[src/rtl/ipv4_pkg.sv]
// Shared IPv4 TX/RX definitions: header layout, FSM states and the
// ones-complement fold used by the header checksum.
package ipv4_pkg;

  localparam int          IPV4_HDR_BYTES  = 20;
  localparam logic [7:0]  IPV4_VER_IHL    = 8'h45;
  localparam logic [15:0] MAX_PAYLOAD_LEN = 16'd65515;

  localparam int OFF_VER_IHL   = 0;
  localparam int OFF_TOS       = 1;
  localparam int OFF_TOTAL_LEN = 2;
  localparam int OFF_IDENT     = 4;
  localparam int OFF_FLAGS     = 6;
  localparam int OFF_TTL       = 8;
  localparam int OFF_PROTO     = 9;
  localparam int OFF_CSUM      = 10;
  localparam int OFF_SRC       = 12;
  localparam int OFF_DST       = 16;

  typedef enum logic [2:0] {
    ST_IDLE,
    ST_CSUM,
    ST_HDR0,
    ST_HDR1,
    ST_MERGE,
    ST_PAYLOAD,
    ST_FLUSH
  } ipv4_tx_state_t;

  // Two folds always suffice for a sum of ten 16-bit words in 20 bits.
  function automatic logic [15:0] ipv4_fold2(input logic [19:0] s);
    logic [19:0] f;
    f = {4'h0, s[15:0]} + {16'h0000, s[19:16]};
    f = {4'h0, f[15:0]} + {16'h0000, f[19:16]};
    return f[15:0];
  endfunction

endpackage

[src/rtl/ipv4_csum.sv]
// IPv4 header checksum over ten 16-bit words (checksum word supplied as 0),
// registered when en is high. Usable by an RX checker as well.
module ipv4_csum
  import ipv4_pkg::*;
(
  input  logic             clk,
  input  logic             rst,
  input  logic             en,
  input  logic [9:0][15:0] words,
  output logic [15:0]      csum
);

  logic [19:0] sum;
  logic [15:0] csum_d, csum_q;

  always_comb begin
    sum = 20'h00000;
    for (int i = 0; i < 10; i++) begin
      sum = sum + {4'h0, words[i]};
    end
    csum_d = en ? ~ipv4_fold2(sum) : csum_q;
  end

  always_ff @(posedge clk) begin
    if (rst) begin
      csum_q <= 16'h0000;
    end else begin
      csum_q <= csum_d;
    end
  end

  assign csum = csum_q;

endmodule

[src/rtl/ipv4_header_builder.sv]
// TX IPv4 encapsulator: emits a 20-byte header then the L4 payload shifted
// by 4 byte lanes, with checksum, identification and length checking.
module ipv4_header_builder
  import ipv4_pkg::*;
#(
  parameter int          DATA_WIDTH = 64,
  parameter logic [7:0]  TTL        = 8'h40,
  parameter logic [7:0]  TOS        = 8'h00,
  parameter logic [15:0] FLAGS_FRAG = 16'h4000
) (
  input  logic                  clk,
  input  logic                  rst,
  input  logic                  hdr_valid,
  output logic                  hdr_ready,
  input  logic [31:0]           src_ip,
  input  logic [31:0]           dst_ip,
  input  logic [7:0]            protocol,
  input  logic [15:0]           payload_len,
  input  logic [DATA_WIDTH-1:0] tdata_in,
  input  logic [3:0]            idx_in,
  input  logic                  data_valid_in,
  input  logic                  last_flag_in,
  output logic                  builder_ready,
  output logic [DATA_WIDTH-1:0] tdata_out,
  output logic [3:0]            idx_out,
  output logic                  data_valid_out,
  output logic                  last_flag_out,
  input  logic                  downstream_ready,
  output logic                  len_err
);

  ipv4_tx_state_t        state_d, state_q;
  logic [15:0]           ident_d, ident_q;
  logic [15:0]           pkt_ident_d, pkt_ident_q;
  logic [31:0]           src_d, src_q, dst_d, dst_q;
  logic [7:0]            proto_d, proto_q;
  logic [15:0]           len_d, len_q;
  logic [16:0]           rx_cnt_d, rx_cnt_q;
  logic [31:0]           residual_d, residual_q;
  logic [3:0]            res_cnt_d, res_cnt_q;
  logic [DATA_WIDTH-1:0] tdata_d, tdata_q;
  logic [3:0]            idx_d, idx_q;
  logic                  dv_d, dv_q, last_d, last_q, len_err_d, len_err_q;

  logic [15:0]      total_len, csum;
  logic [9:0][15:0] csum_words;
  logic [7:0]       hdr_b [IPV4_HDR_BYTES];
  logic [63:0]      hdr_beat0, hdr_beat1;
  logic [31:0]      hdr_tail;
  logic             can_load, in_payload, beat_acc;
  logic [16:0]      rx_sum;

  assign total_len  = len_q + 16'(IPV4_HDR_BYTES);
  assign csum_words = {dst_q[15:0], dst_q[31:16], src_q[15:0], src_q[31:16], 16'h0000,
                       TTL, proto_q, FLAGS_FRAG, pkt_ident_q, total_len, IPV4_VER_IHL, TOS};

  ipv4_csum u_csum (
    .clk   (clk),
    .rst   (rst),
    .en    (state_q == ST_CSUM),
    .words (csum_words),
    .csum  (csum)
  );

  always_comb begin
    for (int i = 0; i < IPV4_HDR_BYTES; i++) begin
      hdr_b[i] = 8'h00;
    end
    hdr_b[OFF_VER_IHL]     = IPV4_VER_IHL;
    hdr_b[OFF_TOS]         = TOS;
    hdr_b[OFF_TOTAL_LEN]   = total_len[15:8];
    hdr_b[OFF_TOTAL_LEN+1] = total_len[7:0];
    hdr_b[OFF_IDENT]       = pkt_ident_q[15:8];
    hdr_b[OFF_IDENT+1]     = pkt_ident_q[7:0];
    hdr_b[OFF_FLAGS]       = FLAGS_FRAG[15:8];
    hdr_b[OFF_FLAGS+1]     = FLAGS_FRAG[7:0];
    hdr_b[OFF_TTL]         = TTL;
    hdr_b[OFF_PROTO]       = proto_q;
    hdr_b[OFF_CSUM]        = csum[15:8];
    hdr_b[OFF_CSUM+1]      = csum[7:0];
    for (int i = 0; i < 4; i++) begin
      hdr_b[OFF_SRC+i] = src_q[31-8*i -: 8];
      hdr_b[OFF_DST+i] = dst_q[31-8*i -: 8];
    end
    hdr_beat0 = 64'h0;
    hdr_beat1 = 64'h0;
    hdr_tail  = 32'h0;
    for (int i = 0; i < 8; i++) begin
      hdr_beat0[8*i +: 8] = hdr_b[i];
      hdr_beat1[8*i +: 8] = hdr_b[8+i];
    end
    for (int i = 0; i < 4; i++) begin
      hdr_tail[8*i +: 8] = hdr_b[OFF_DST+i];
    end
  end

  assign can_load      = !dv_q || downstream_ready;
  assign in_payload    = (state_q == ST_MERGE || state_q == ST_PAYLOAD) && (len_q != 16'd0);
  assign builder_ready = in_payload && can_load;
  assign beat_acc      = data_valid_in && builder_ready;
  assign rx_sum        = rx_cnt_q + {13'd0, idx_in};

  // Header bytes 16-19 sit in the residual after HDR1, so MERGE and PAYLOAD
  // share the same {in[0..3], residual} realignment path.
  always_comb begin
    state_d     = state_q;
    ident_d     = ident_q;
    pkt_ident_d = pkt_ident_q;
    src_d       = src_q;
    dst_d       = dst_q;
    proto_d     = proto_q;
    len_d       = len_q;
    rx_cnt_d    = rx_cnt_q;
    residual_d  = residual_q;
    res_cnt_d   = res_cnt_q;
    tdata_d     = tdata_q;
    idx_d       = idx_q;
    last_d      = last_q;
    dv_d        = dv_q && !downstream_ready;
    len_err_d   = 1'b0;

    case (state_q)
      ST_IDLE: begin
        if (hdr_valid) begin
          src_d       = src_ip;
          dst_d       = dst_ip;
          proto_d     = protocol;
          len_d       = payload_len;
          pkt_ident_d = ident_q;
          rx_cnt_d    = 17'd0;
          state_d     = ST_CSUM;
        end
      end
      ST_CSUM: begin
        ident_d = ident_q + 16'd1;
        if (len_q > MAX_PAYLOAD_LEN) begin
          len_err_d = 1'b1;
        end
        state_d = ST_HDR0;
      end
      ST_HDR0: begin
        if (can_load) begin
          tdata_d = hdr_beat0;
          idx_d   = 4'd8;
          last_d  = 1'b0;
          dv_d    = 1'b1;
          state_d = ST_HDR1;
        end
      end
      ST_HDR1: begin
        if (can_load) begin
          tdata_d    = hdr_beat1;
          idx_d      = 4'd8;
          last_d     = 1'b0;
          dv_d       = 1'b1;
          residual_d = hdr_tail;
          res_cnt_d  = 4'd4;
          state_d    = ST_MERGE;
        end
      end
      ST_MERGE, ST_PAYLOAD: begin
        if (len_q == 16'd0) begin
          if (can_load) begin
            tdata_d = {32'h0, residual_q};
            idx_d   = 4'd4;
            last_d  = 1'b1;
            dv_d    = 1'b1;
            state_d = ST_IDLE;
          end
        end else if (beat_acc) begin
          rx_cnt_d   = rx_sum;
          tdata_d    = {tdata_in[31:0], residual_q};
          residual_d = tdata_in[63:32];
          dv_d       = 1'b1;
          idx_d      = 4'd8;
          last_d     = 1'b0;
          state_d    = ST_PAYLOAD;
          if (last_flag_in) begin
            if (rx_sum != {1'b0, len_q}) begin
              len_err_d = 1'b1;
            end
            if (idx_in <= 4'd4) begin
              idx_d   = idx_in + 4'd4;
              last_d  = 1'b1;
              state_d = ST_IDLE;
            end else begin
              res_cnt_d = idx_in - 4'd4;
              state_d   = ST_FLUSH;
            end
          end
        end
      end
      ST_FLUSH: begin
        if (can_load) begin
          tdata_d = {32'h0, residual_q};
          idx_d   = res_cnt_q;
          last_d  = 1'b1;
          dv_d    = 1'b1;
          state_d = ST_IDLE;
        end
      end
      default: state_d = ST_IDLE;
    endcase
  end

  always_ff @(posedge clk) begin
    if (rst) begin
      state_q     <= ST_IDLE;
      ident_q     <= 16'h0000;
      pkt_ident_q <= 16'h0000;
      src_q       <= 32'h0;
      dst_q       <= 32'h0;
      proto_q     <= 8'h00;
      len_q       <= 16'h0000;
      rx_cnt_q    <= 17'd0;
      residual_q  <= 32'h0;
      res_cnt_q   <= 4'd0;
      tdata_q     <= '0;
      idx_q       <= 4'd0;
      dv_q        <= 1'b0;
      last_q      <= 1'b0;
      len_err_q   <= 1'b0;
    end else begin
      state_q     <= state_d;
      ident_q     <= ident_d;
      pkt_ident_q <= pkt_ident_d;
      src_q       <= src_d;
      dst_q       <= dst_d;
      proto_q     <= proto_d;
      len_q       <= len_d;
      rx_cnt_q    <= rx_cnt_d;
      residual_q  <= residual_d;
      res_cnt_q   <= res_cnt_d;
      tdata_q     <= tdata_d;
      idx_q       <= idx_d;
      dv_q        <= dv_d;
      last_q      <= last_d;
      len_err_q   <= len_err_d;
    end
  end

  assign hdr_ready      = (state_q == ST_IDLE);
  assign tdata_out      = tdata_q;
  assign idx_out        = idx_q;
  assign data_valid_out = dv_q;
  assign last_flag_out  = last_q;
  assign len_err        = len_err_q;

endmodule

[config.mk]
export PLATFORM = sky130hd
export DESIGN_NAME = ipv4_header_builder
export DESIGN_NICKNAME = d
export VERILOG_FILES = /design/src/rtl/ipv4_pkg.sv /design/src/rtl/ipv4_csum.sv /design/src/rtl/ipv4_header_builder.sv
export SDC_FILE = /design/constraint.sdc
export NUM_CORES = 1
export LEC_CHECK = 0
export ABC_AREA = 1
export CAP_MARGIN = 30
export CORE_ASPECT_RATIO = 0.6
export CORE_MARGIN = 4
export CORE_UTILIZATION = 50
export DETAILED_ROUTE_END_ITERATION = 8
export GPL_TIMING_DRIVEN = 0
export MAX_ROUTING_LAYER = met4
export PLACE_DENSITY = 0.8
export SLEW_MARGIN = 25
export SYNTH_ARGS = -nofsm -noshare
export SYNTH_HDL_FRONTEND = slang
export SYNTH_SLANG_ARGS = --single-unit
[constraint.sdc]
create_clock -name clk -period 7.1 [get_ports clk]
set_input_delay 0.71 -clock clk [delete_from_list [all_inputs] [get_ports clk]]
set_output_delay 0.71 -clock clk [all_outputs]
set_load 0.005 [all_outputs]
[Word-level counts from Yosys, hierarchy flattened]
Cells that the tools add are included.
Word-level totals
  word-level logic and storage cells: 131
  bits in registers: 263
  input port bits: 162
Operators by class
  reduce and logical (&&, ||, !) cells: 26
  muxes and demuxes: 53
  bitwise gates (word level): 1
  order comparisons: 2
  add/sub/neg operators: 15
  eq/ne operators: 18
Operator list (count)
  $mux 64: 5
  $pmux 64 s4: 1
  $add 20x16->20: 5
  $mux 32: 3
  $pmux 32 s2: 1
  $mux 17: 3
  $mux 4: 11
  $pmux 17 s2: 1
  $mux 3: 8
  $add 20x15->20: 1
  $add 20x15->20 const B: 1
  $pmux 3 s6: 1
  $add 15x16->17 const A: 1
  $add 16x4->17: 1
  $add 17x4->17: 1
  $ne 17x16->1: 1
  $add 16x1->16 const B: 1
  $add 16x4->16: 1
  $add 16x5->16 const B: 1
  $gt 16x16->1 const B: 1
  $logic_not 16->1: 1
  $ne 2x2->1 const B: 8
  $not 16->16: 1
  $reduce_and 4->1: 4
  other kinds (27): 52

[Longest topological paths before layout]
Gate-level depths: netlist (run 1).
  word-level depth: 12
  mapped depth: 56
  depth with buffers taken out: 56

[Cells and area by module]
From an unflattened synthesis (run 1), not the netlist that was laid out.
Unflattened totals
  cell total of the unflattened synthesis: 2694
  area, all modules: 18721.7 µm²
By module, submodules not included
  ipv4_header_builder: area each 13030.0 µm², times used 1, cells an instance 1947
  ipv4_csum: area each 5691.7 µm², times used 1, cells an instance 747

[Worst setup path before layout (run 1)]
Ideal clock, no wire load.
  kind: flip-flop to flip-flop
  from: register len_q[2]
  to: register u_csum.csum_q[12] (netlist: u_csum.csum[12])
  clock period less this slack: 7.655 ns
  data required time: 6.991 ns
  stages on the path, launching flop included: 53
  library setup time: 0.109 ns
  path buffers: 0
  slack: -0.555 ns
  arrival time: 7.546 ns
  path through: dfxtp_1 -> ha_1 -> nor2_1 -> nor2_1 -> nand3_1 -> xor2_1 -> inv_1 -> o21ai_0 -> nand3_1 -> xor2_1 -> inv_1 -> fa_1 -> inv_1 -> fa_1 -> fa_1 -> inv_1 -> ha_1 -> ha_1 -> (+17 left out) -> nor2_1 -> nand4_1 -> nor2_1 -> ha_1 -> ha_1 -> nand2_1 -> nor2_1 -> nand2_1 -> nor2_1 -> nand2_1 -> nor2_2 -> nand2_2 -> nor2_2 -> inv_1 -> o21ai_1 -> nand2_1 -> nand2_1 -> inv_1
On the way
  word-level cells in the longest chain between the ends: 12
Ends and longest elaborated chain
  start: declaration: RTL line ipv4_header_builder.sv:37  | logic [15:0] len_d, len_q;
  start signal: assignment: RTL line ipv4_header_builder.sv:230  | len_q <= len_d;
  $add 16x5->16: RTL line ipv4_header_builder.sv:53  | assign total_len = len_q + 16'(IPV4_HDR_BYTES);
  $add 15x16->17: RTL line ipv4_csum.sv:19  | sum = sum + {4'h0, words[i]};
  $add 20x16->20: RTL line ipv4_csum.sv:19
  $add 20x15->20 (2 in series): RTL line ipv4_csum.sv:19
  $add 20x16->20 (4 in series): RTL line ipv4_csum.sv:19
  $add 16x4->17: RTL line ipv4_pkg.sv:33  | f = {4'h0, s[15:0]} + {16'h0000, s[19:16]};
  $add 16x4->16: RTL line ipv4_pkg.sv:34  | f = {4'h0, f[15:0]} + {16'h0000, f[19:16]};
  $not 16->16: RTL line ipv4_csum.sv:21  | csum_d = en ? ~ipv4_fold2(sum) : csum_q;
  end signal: assignment: RTL line ipv4_csum.sv:28  | csum_q <= csum_d;
  end: declaration: RTL line ipv4_csum.sv:14  | logic [15:0] csum_d, csum_q;
No other way between the ends.
A chain may end at the register's enable or synchronous reset.

[Worst setup path after layout (run 1)]
  from: register len_q[3]
  to: register u_csum.csum_q[15] (netlist: u_csum.csum[15])
Same word-level chain as after synthesis.

==> run metrics, run 1 <==
relative slew slack between 30% and 40%; core area 30,200 sq um; Max Buffers Root-to-Sink 3; total number of vias 17,200; largest net degree at the start of global routing 15; met3 Use GR 11.7%; Sink Count about 260; average routed wire per standard cell 24.3 um; largest area contributor in the netlist dfxtp_1; Max Freq 118 MHz; drt drc 0; GR peak layer met1; hold_buf cts 0; worst setup path category reg2reg; Max Cap Viol 0; root buffer cell clkbuf_16; initial antenna violation count 0; Overflow after GRT 0; Final Hold Violating Endpoints 0; CTS tree done; global-route track usage on met1 57.4%; die width 235 um; Synth area leaders dfxtp_1, nand2_1, fa_1, a21oi_1, nand3_1; worst path arrival time 8920 ps; Seq cells post-synth between 200 and 300; Ports 235; WP data required ~7500 ps; htree depth 1; vias in the first global route 15,700; Syn Inst Count 2,092; Crit path top cell by count nor2_4; Initial Util 51.1%; Final setup viols 15; Iter 0 DRT Violations 2,464; first-pass GRT wire length 98.5 mm; count leader, synth nand2_1; Final Non-Filler Cells roughly 2,800; Hold Crit Depth 2; Post-synth EDFFs 0; Tot GR Track Use 39.8%; worst stage delay on the critical path between 500 and 600 ps; final worst setup slack -1380 ps; failing checks setup timing; reg2reg start len_q[3]; FP Rows 49; Tcrit/Tclk final 119%; reg2reg end u_csum.csum[15]; CP startpoint kind register; Final Max Tran Viols 0; Post-Syn Area per Cell 7.39 sq um; I/O Buffers 232; worst-case reg-to-reg path depth 51; Mapped Area ~15,000 sq um; layout cells sized above 1 13.3%; P&R area growth vs syn 32.7%; crit-path leading delay family adder cells; critical path capture point type register; Worst path slowest cell fa_1; syn nets between 2,000 and 2,500; async set or reset register ratio after synthesis 0%; clock skew 22.0 ps; Main synth FF type dfxtp_1; CTS Buf Count 27; hold_sp res_cnt_q[3]; DPL Wire Length 54.5 mm; Antenna diodes 0; clk slew on worst S/H paths roughly 70 ps; Hold Crit Class reg2reg; min Tclk post-route 8480 ps; Synth cell types 53; met2 Track Usage GR 53.9%; DRT Pass-1 Iters 6; Buffers & Inverters on Critical Path 9; Hold Path End res_cnt_q[3]; commonest cells in the netlist nand2_1, dfxtp_1, inv_1; RSZ-0062 raised after global routing true; Die Y between 100 and 150 um; Via density between 6 and 7; reg2reg setup slack -1380 ps; Worst-Margin Slew about 1000 ps; run status complete, but fails checks; die area 33,900 sq um; NumNets Final 2,702; Detail Route Antenna Nets 0; sequential share of the synthesized area between 30% and 40%; CP max FO 5; post-synth top area share 34.1%; WL final 69.1 mm; Skew-Pair Late Insertion Delay about 550 ps; final hold slack 462 ps; GPL Wtd Cong between 1 and 1.5; dpl cells 2,732; yosys warns 0; fin util 67.8%
[per-layer routing]
| metal | vias up | part of all wire, % |
|---|---|---|
| li1 | 7612 | - |
| met1 | 8197 | 42 |
| met2 | 1214 | 39 |
| met3 | 180 | 15 |
| met4 | 0 | 3.6 |
| met5 | - | 0 |
[cell type report]
cell class	instances	area [sq um]
Buffer	108	480
Inverter	242	921
Fill cell	2547	9720
Tap cell	408	510
Sequential cell	263	5280
Multi-Input combinational cell	1479	9500
Timing Repair Buffer	299	2850
Clock inverter	15	238
Clock buffer	34	732
[timing repair]
action                                  CTS  global route
gates resized for setup                  70            59
pin swaps                                45            48
buffers inserted                         47            21
endpoints found under the setup margin   16            16
[through the flow]
stage	worst slack, ps	area (sq um)	TNS (ps)
after floorplan	-157	15600	-676
after global placement	-2000	18400	-22520
after detailed placement	-2190	18400	-25380
after CTS	-966	20100	-10490
after global routing	-1680	20500	-20070
final	-1380	20500	-16050
[placed cells by master, fill, tap and decap left out, types with 14 or more instances in the layout]
master / synthesis / routed
nand4_1: 19 / 19
fa_1: 72 / 71
nand3_2: 6 / 15
buf_2: 15 / 15
ha_1: 48 / 34
nand2_4: 3 / 14
nand3_1: 182 / 169
a31oi_1: 64 / 64
nor3_1: 23 / 23
nor2_4: 7 / 20
a221oi_1: 17 / 17
nor2_1: 100 / 87
dfxtp_1: 263 / 258
clkbuf_16: 0 / 27
clkbuf_1: 81 / 85
nand2_2: 19 / 27
nand2_1: 471 / 452
buf_4: 5 / 68
inv_2: 20 / 31
inv_1: 220 / 207
clkdlybuf4s50_1: 0 / 232
xor2_1: 27 / 16
o21ai_0: 140 / 134
a21oi_1: 188 / 184
[worst register-to-register path, delay by kind of cell (launching register included)]
kind            cells  cell delay [ps]
fa+ha+maj           9             3220
simple gates       28             3050
buf+inv             9              630
compound gates      3              580
xor+xnor            2              470
flops               1              400
[state kept, by name, summed over array words and instances (netlist names)]
signal          flops
idx_out             4
ident_q            16
len_q              16
data_valid_out      1
res_cnt_q           4
src_q              32
tdata_out          64
proto_q             8
u_csum.csum        16
rx_cnt_q           17
len_err             1
state_q             3
dst_q              32
pkt_ident_q        16
last_flag_out       1
residual_q         32
[kinds of logic (layout without fill, tap and decap cells)]
group           Yosys count  after routing  synth area share [%]
xor+xnor                 33             33                  1.87
fa+ha+maj               120            120                  13.2
flops                   263            263                  34.1
simple gates            858            858                  24.8
buf+inv                 350            698                  9.00
compound gates          468            468                  17.1
[worst max-delay path by stage]
stage / start / endpoint / slack (ps) / cells after the start
after floorplan: len_q[3] / u_csum.csum[15] / -160 / 53
after global placement: len_q[2] / u_csum.csum[15] / -2000 / 53
after detailed placement: len_q[2] / u_csum.csum[15] / -2190 / 53
after CTS: len_q[2] / u_csum.csum[15] / -970 / 53
after global routing: len_q[3] / u_csum.csum[15] / -1680 / 54
final: len_q[3] / u_csum.csum[15] / -1380 / 51
Power of run 1 is not shown: default switching activity piles up to over one toggle a cycle in this logic, so the estimate is an artifact.
==> run 2: changes to the inputs <==
- CAP_MARGIN: 30 -> unset
- CELL_PAD_IN_SITES_DETAIL_PLACEMENT: unset -> 0
- CELL_PAD_IN_SITES_GLOBAL_PLACEMENT: unset -> 1
- CORE_UTILIZATION: 50 -> 36
- PLACE_DENSITY: 0.8 -> 0.79
==> run metrics, run 2 (synthesized netlist as in run 1, its figures left out) <==
Final Max Tran Viols 0 (unchanged); crit-path leading delay family adder cells; worst stage delay on the critical path 520 ps (-40 ps); Max Buffers Root-to-Sink 3 (unchanged); final worst setup slack -1190 ps (+180 ps); WL final 71.1 mm (+2.9%); clk slew on worst S/H paths 70 ps (about the same); htree depth 1 (unchanged); GPL Wtd Cong 0.993 (-5.4%); Die Y 168 um (+17%); die width 275 um (+17%); RSZ-0062 raised after global routing true; Worst-Margin Slew 1090 ps (+92.8 ps); CTS tree done; worst path arrival time 8750 ps (-170 ps); Crit path top cell by count nor2_4; FP Rows 58 (+18%); largest net degree at the start of global routing 15 (unchanged); Skew-Pair Late Insertion Delay 570 ps (+20 ps); average routed wire per standard cell 23.6 um (-2.5%); Ports 235 (unchanged); drt drc 0 (unchanged); I/O Buffers 232 (unchanged); initial antenna violation count 4 (+4); fin util 48.8% (-19 points); relative slew slack 27.5% (-6.2 points); clock skew 18.6 ps (-3.38 ps); Final setup viols 15 (unchanged); core area 42,200 sq um (+39%); critical path capture point type register; CP startpoint kind register; min Tclk post-route 8290 ps (-180 ps); Tot GR Track Use 30.4% (-9.4 points); DRT Pass-1 Iters 6 (unchanged); Final Hold Violating Endpoints 0 (unchanged); Detail Route Antenna Nets 0 (unchanged); WP data required 7550 ps (about the same); CTS Buf Count 28 (+3.7%); Sink Count 263 (unchanged); Overflow after GRT 0 (unchanged); layout cells sized above 1 12.7% (-0.58 points); NumNets Final 2,693 (-0.33%); root buffer cell clkbuf_16; Iter 0 DRT Violations 1,840 (-25%); first-pass GRT wire length 101 mm (+2.8%); CP max FO 4 (-1); most common cell after layout, fill and taps aside nand2_1; Buffers & Inverters on Critical Path 9 (unchanged); Hold Crit Class reg2reg; max FFs per register 64 (unchanged); die area 46,400 sq um (+37%); failing checks setup timing; run status complete, but fails checks; Tcrit/Tclk final 117% (-2.5 points); Via density 5.46 (-9.5%); Worst path slowest cell fa_2; vias in the first global route 15,500 (-1.6%); Max Cap Viol 0 (unchanged); total number of vias 16,400 (-4.5%); commonest cells after routing, fill and taps aside nand2_1, dfxtp_1, clkdlybuf4s50_1, inv_1, a21oi_1; Initial Util 36.7% (-14 points); Max Freq 121 MHz (+2.2%); P&R area growth vs syn 33.1%; worst setup path category reg2reg; hold_buf cts 0 (unchanged); DPL Wire Length 57.3 mm (+5.1%)
-- run 2: cell types whose count changed in the layout (fill, tap and decap cells not counted), sizes merged --
| cell | change |
|---|---|
| clkinv | -1 |
| clkinvlp | +4 |
| diode | +2 |
| clkbuf | +5 |
| bufinv | -5 |
| buf | -10 |
-- run 2: layout make-up --
class / count / area [sq um]
sequential: 263 / 5280
fill: 4163 / 21600
multi-input combinational: 1479 / 9440
clock buffer: 39 / 843
timing repair buffer: 289 / 2790
clock inverter: 13 / 109
tap: 570 / 713
inverter: 242 / 918
buffer: 108 / 480
antenna: 2 / 5.00
-- run 2: final timing paths --
kind | from | to | slack [ps] | cells after the start
max reg2reg | len_q[2] | u_csum.csum[12] | -1190 | 53
min | res_cnt_q[3] | res_cnt_q[3] | 450 | 2
min reg2reg | res_cnt_q[3] | res_cnt_q[3] | 450 | 2
max | len_q[2] | u_csum.csum[12] | -1190 | 53
-- run 2: worst register-to-register path: cells and delay by family (launching register included) --
| kind | cells | cell delay (ps) |
|---|---|---|
| DFF | 1 | 390 |
| AOI/OAI and AO/OA | 2 | 320 |
| buffers and inverters | 9 | 680 |
| xor gates and xnor gates | 3 | 600 |
| adders and majority gates | 11 | 3140 |
| and+or+nand+nor | 28 | 3070 |
-- run 2: layer usage --
layer / GRT usage [%] / wire, um
met5: - / 0
met4: 5.92 / 1600
met3: 7.41 / 8060
met2: 42.0 / 29200
met1: 45.0 / 32200
-- run 2: per-stage QoR --
| step | setup TNS, ps | instance area [sq um] | worst slack, ps | instances | hold slack [ps] |
|---|---|---|---|---|---|
| finish | -13260 | 20600 | -1190 | 3005 | 449 |
| detailed placement | -30810 | 18600 | -2400 | 2894 | 439 |
| global placement | -29680 | 18600 | -2340 | 2894 | 439 |
| global route | -17620 | 20600 | -1460 | 3004 | 475 |
| CTS | -11220 | 20300 | -1040 | 2995 | 450 |
| floorplan | -676 | 15600 | -157 | 2092 | 420 |
-- run 2: timing repair --
item,in CTS,in global routing
gates cloned,0,0
endpoints found under the setup margin,16,16
setup buffers,52,8
pin swaps,43,22
resized for setup,75,41
Power of run 2 is left out for the same reason.
==> RTL edit 1: new RTL, flow settings as in run 1 <==
Encoding of `ipv4_tx_state_t`: now one-hot (7 bits for 7 states).
--- a/src/rtl/ipv4_pkg.sv
+++ b/src/rtl/ipv4_pkg.sv
@@ -17,14 +17,14 @@
   localparam int OFF_SRC       = 12;
   localparam int OFF_DST       = 16;
 
-  typedef enum logic [2:0] {
-    ST_IDLE,
-    ST_CSUM,
-    ST_HDR0,
-    ST_HDR1,
-    ST_MERGE,
-    ST_PAYLOAD,
-    ST_FLUSH
+  typedef enum logic [6:0] {
+    ST_IDLE    = 7'b0000001,
+    ST_CSUM    = 7'b0000010,
+    ST_HDR0    = 7'b0000100,
+    ST_HDR1    = 7'b0001000,
+    ST_MERGE   = 7'b0010000,
+    ST_PAYLOAD = 7'b0100000,
+    ST_FLUSH   = 7'b1000000
   } ipv4_tx_state_t;
 
   // Two folds always suffice for a sum of ten 16-bit words in 20 bits.
Formal check against the unedited RTL: same outputs for any inputs over 4 cycles, from zero or initial values and one cycle with rst high; so few cycles prove little.
==> RTL edit 1 against run 1 <==
- the flow still finishes with violations (negative setup slack)
- hold slack worse by 7.6 ps
- sequential cell count grew 4
- clock skew down 3.9 ps
- final area up 0.39%
- first-iteration DRC count fell by 14%
- core utilization shrank 0.15 points
- synthesized area increased by 1.2%
- die area grew 1.1%
- highest routed layer unchanged
- wire length is 5.0% lower
- critical path depth increased by 3
- setup slack improved by 300 ps
==> RTL edit 1: results <==
set metrics [dict create \
    synth_common_cells "nand2_1, inv_1, a21oi_1, dfxtp_1, o21ai_0" \
    wl_um 65600 \
    first_iter_violations 2124 \
    port_buffers 233 \
    setup-tns-final_ps -11380 \
    synth_adder_area_share_pct 13.1 \
    regArea_um2 5350 \
    grt_pass1_wl_um 96700 \
    worstHoldEndpoint "residual_q[6]" \
    violations "negative setup slack" \
    ys_types 51 \
    wl_met1_um 28300 \
    preCtsSetupSlack_ps -1770 \
    synth_compound_area_share_pct 19.2 \
    grt_util_met3_pct 10.0 \
    fin_cells 2943 \
    grt_pass1_vias 15900 \
    dr.pass1.iters 8 \
    grt_use_total_pct 37.5 \
    cp_slowest_cell "fa_2" \
    status "finished, violations left" \
    fin_ws_ps -1080 \
    synth_xor_area_share_pct 1.96 \
    hpwl_um 52000 \
    gr-usage-met1_pct 55.5 \
    n_fill_cell 2643 \
    r2r-end "u_csum.csum[14]" \
    placed_area_um2 18700 \
    num_vias 17100 \
    post_synth.cell_area_avg_um2 7.16 \
    r2r_start "len_q[2]" \
    critPathMaxFanout 4 \
    min_from "residual_q[6]" \
    ys_seq_area_share_pct 34.2 \
    layout-drive-gt1-share_pct 11.3 \
    cp.arrival_ps 8600 \
    holdWs_ps 455 \
    worst_pin_slew_ps 926 \
    syn_nets 2467 \
    placed_cells 2827 \
    finalSetupViolCount 15 \
    gp_congestion 1.06 \
    clk_pin_slew_ps 70 \
    synth_top_cells_by_area "dfxtp_1, nand2_1, fa_1" \
    wl_met3_um 9020 \
    wl_met2_um 26600 \
    fin_skew_ps 18.1 \
    worstRegToRegCells 54 \
    grt_use_met2_pct 50.8 \
]
RTL edit 1: cell count changes after synthesis, moves of 10 or more:
cell             run 1  this run
a31oi_1             64         9
nand3_1            182       130
buf_2               15        25
nand2_1            471       492
o21ai_0            140       220
a21oi_1            188       267
a221oi_1            17         0
o211ai_1            11        29
nand2_2             19         6
inv_1              220       279
clkbuf_1            81        71
RTL edit 1: how the worst max path moves through the flow:
| stage | startpoint | to | slack, ps | depth (start not counted) |
|---|---|---|---|---|
| finish | len_q[2] | u_csum.csum[14] | -1080 | 54 |
| floorplan | len_q[3] | u_csum.csum[14] | -170 | 51 |
| CTS | len_q[2] | u_csum.csum[15] | -920 | 55 |
| detailed placement | len_q[2] | u_csum.csum[11] | -1770 | 47 |
| global route | len_q[2] | u_csum.csum[10] | -1300 | 55 |
| global placement | len_q[2] | u_csum.csum[15] | -1670 | 51 |
RTL edit 1: power by group:
| part | internal (mW) | switching, mW | leakage (nW) |
|---|---|---|---|
| clock | 0.839 | 0.647 | 0.444 |
| sequential | 1.56 | 0.0734 | 2.17 |
| combinational | 1.71 | 2.85 | 5.52 |
RTL edit 1: layout make-up:
| class | instances | area share [%] |
|---|---|---|
| inverters | 297 | 5.49 |
| multi-input cells | 1519 | 45.7 |
| flip-flops and latches | 267 | 26.0 |
| well taps | 408 | 2.48 |
| repair buffers | 301 | 13.9 |
| plain buffers | 102 | 2.08 |
| clock inverters | 10 | 0.517 |
| clock buffers | 39 | 3.80 |
RTL edit 1: what timing repair did:
action	4_1_cts	5_1_grt
gates resized for setup	65	44
buffers inserted	70	16
setup endpoints to repair	16	16
pin swaps	43	29
==> RTL edit 2: new RTL, config.mk and constraints of run 1 <==
Made on the original files. The parameter `FLAGS_FRAG` goes from 16'h4000 to 16'h3000.
--- a/src/rtl/ipv4_header_builder.sv
+++ b/src/rtl/ipv4_header_builder.sv
@@ -6,7 +6,7 @@
   parameter int          DATA_WIDTH = 64,
   parameter logic [7:0]  TTL        = 8'h40,
   parameter logic [7:0]  TOS        = 8'h00,
-  parameter logic [15:0] FLAGS_FRAG = 16'h4000
+  parameter logic [15:0] FLAGS_FRAG = 16'h3000
 ) (
   input  logic                  clk,
   input  logic                  rst,
Check against the original RTL: not equivalent (Yosys sat finds a counterexample within 4 cycles, from zero or initial values and one cycle with rst high).
==> RTL edit 2 against run 1 <==
- the run still ends with negative setup slack left
- count of clock-buffer cells in the layout is 2 lower
- core utilization shrank 0.46 points
- setup slack improved by 210 ps
- synthesized area down 0.57%
- final area down 1.1%
- maximum frequency increased by 2.5%
- non-clock buffer count is 3 higher
- first-iteration DRC count is 8.6% lower
- sequential cell count is the same
- wire length shrank 1.1%
- largest cell class unchanged
Power is not shown: default switching activity piles up to over one toggle a cycle in this logic, so the estimate is an artifact.
==> RTL edit 2: results <==
set metrics [dict create \
    grt_pass1_vias 15600 \
    synth_common_cells "nand2_1, dfxtp_1, inv_1, a21oi_1, nand3_1" \
    port_buffers 233 \
    dr.pass1.iters 7 \
    n_fill_cell 2579 \
    synth_xor_area_share_pct 1.99 \
    setup-tns-final_ps -12900 \
    insertion_delay_ps 580 \
    gp_congestion 1.09 \
    grt_use_met2_pct 53.3 \
    finalSetupViolCount 14 \
    n_all_inverters 262 \
    design.die.area_um2 33700 \
    multi_input_area_um2 9190 \
    n_all_buffers 410 \
    gr-usage-met1_pct 58.3 \
    placed_area_um2 18400 \
    syn_inst 2111 \
    status "finished, violations left" \
    synth_top_cells_by_area "dfxtp_1, nand2_1, fa_1" \
    violations "negative setup slack" \
    r2r_start "len_q[2]" \
    fin_ws_ps -1160 \
    fin_skew_ps 34.5 \
    buf_share_pct 16.5 \
    cp_slowest_cell "fa_2" \
    multi_input_cells 1476 \
]
## RTL edit 2: changes by cell type in the layout (fill, tap and decap cells not counted), sizes merged, moves of 3 or more
cell,change
or2,+3
nor3,+3
inv,+19
o21ai,+7
a221oi,-17
a21oi,+13
nand3,-7
a41oi,-3
o221ai,-5
nor2,-11
a31oi,-4
o211ai,+18
nand2,-6
## RTL edit 2: timing repair
item / CTS / global route
hold buffers: 0 / 0
gates resized for setup: 69 / 46
endpoints found under the setup margin: 16 / 16
hold endpoints to repair: 0 / 0
pin swaps: 40 / 53
setup buffers: 51 / 20
## RTL edit 2: final timing paths
kind / end / slack (ps) / depth (start not counted)
setup / recovery: u_csum.csum[14] / -1160 / 54
hold / removal: tdata_out[3] / 470 / 2
setup reg to reg: u_csum.csum[14] / -1160 / 54
hold reg to reg: tdata_out[3] / 470 / 2
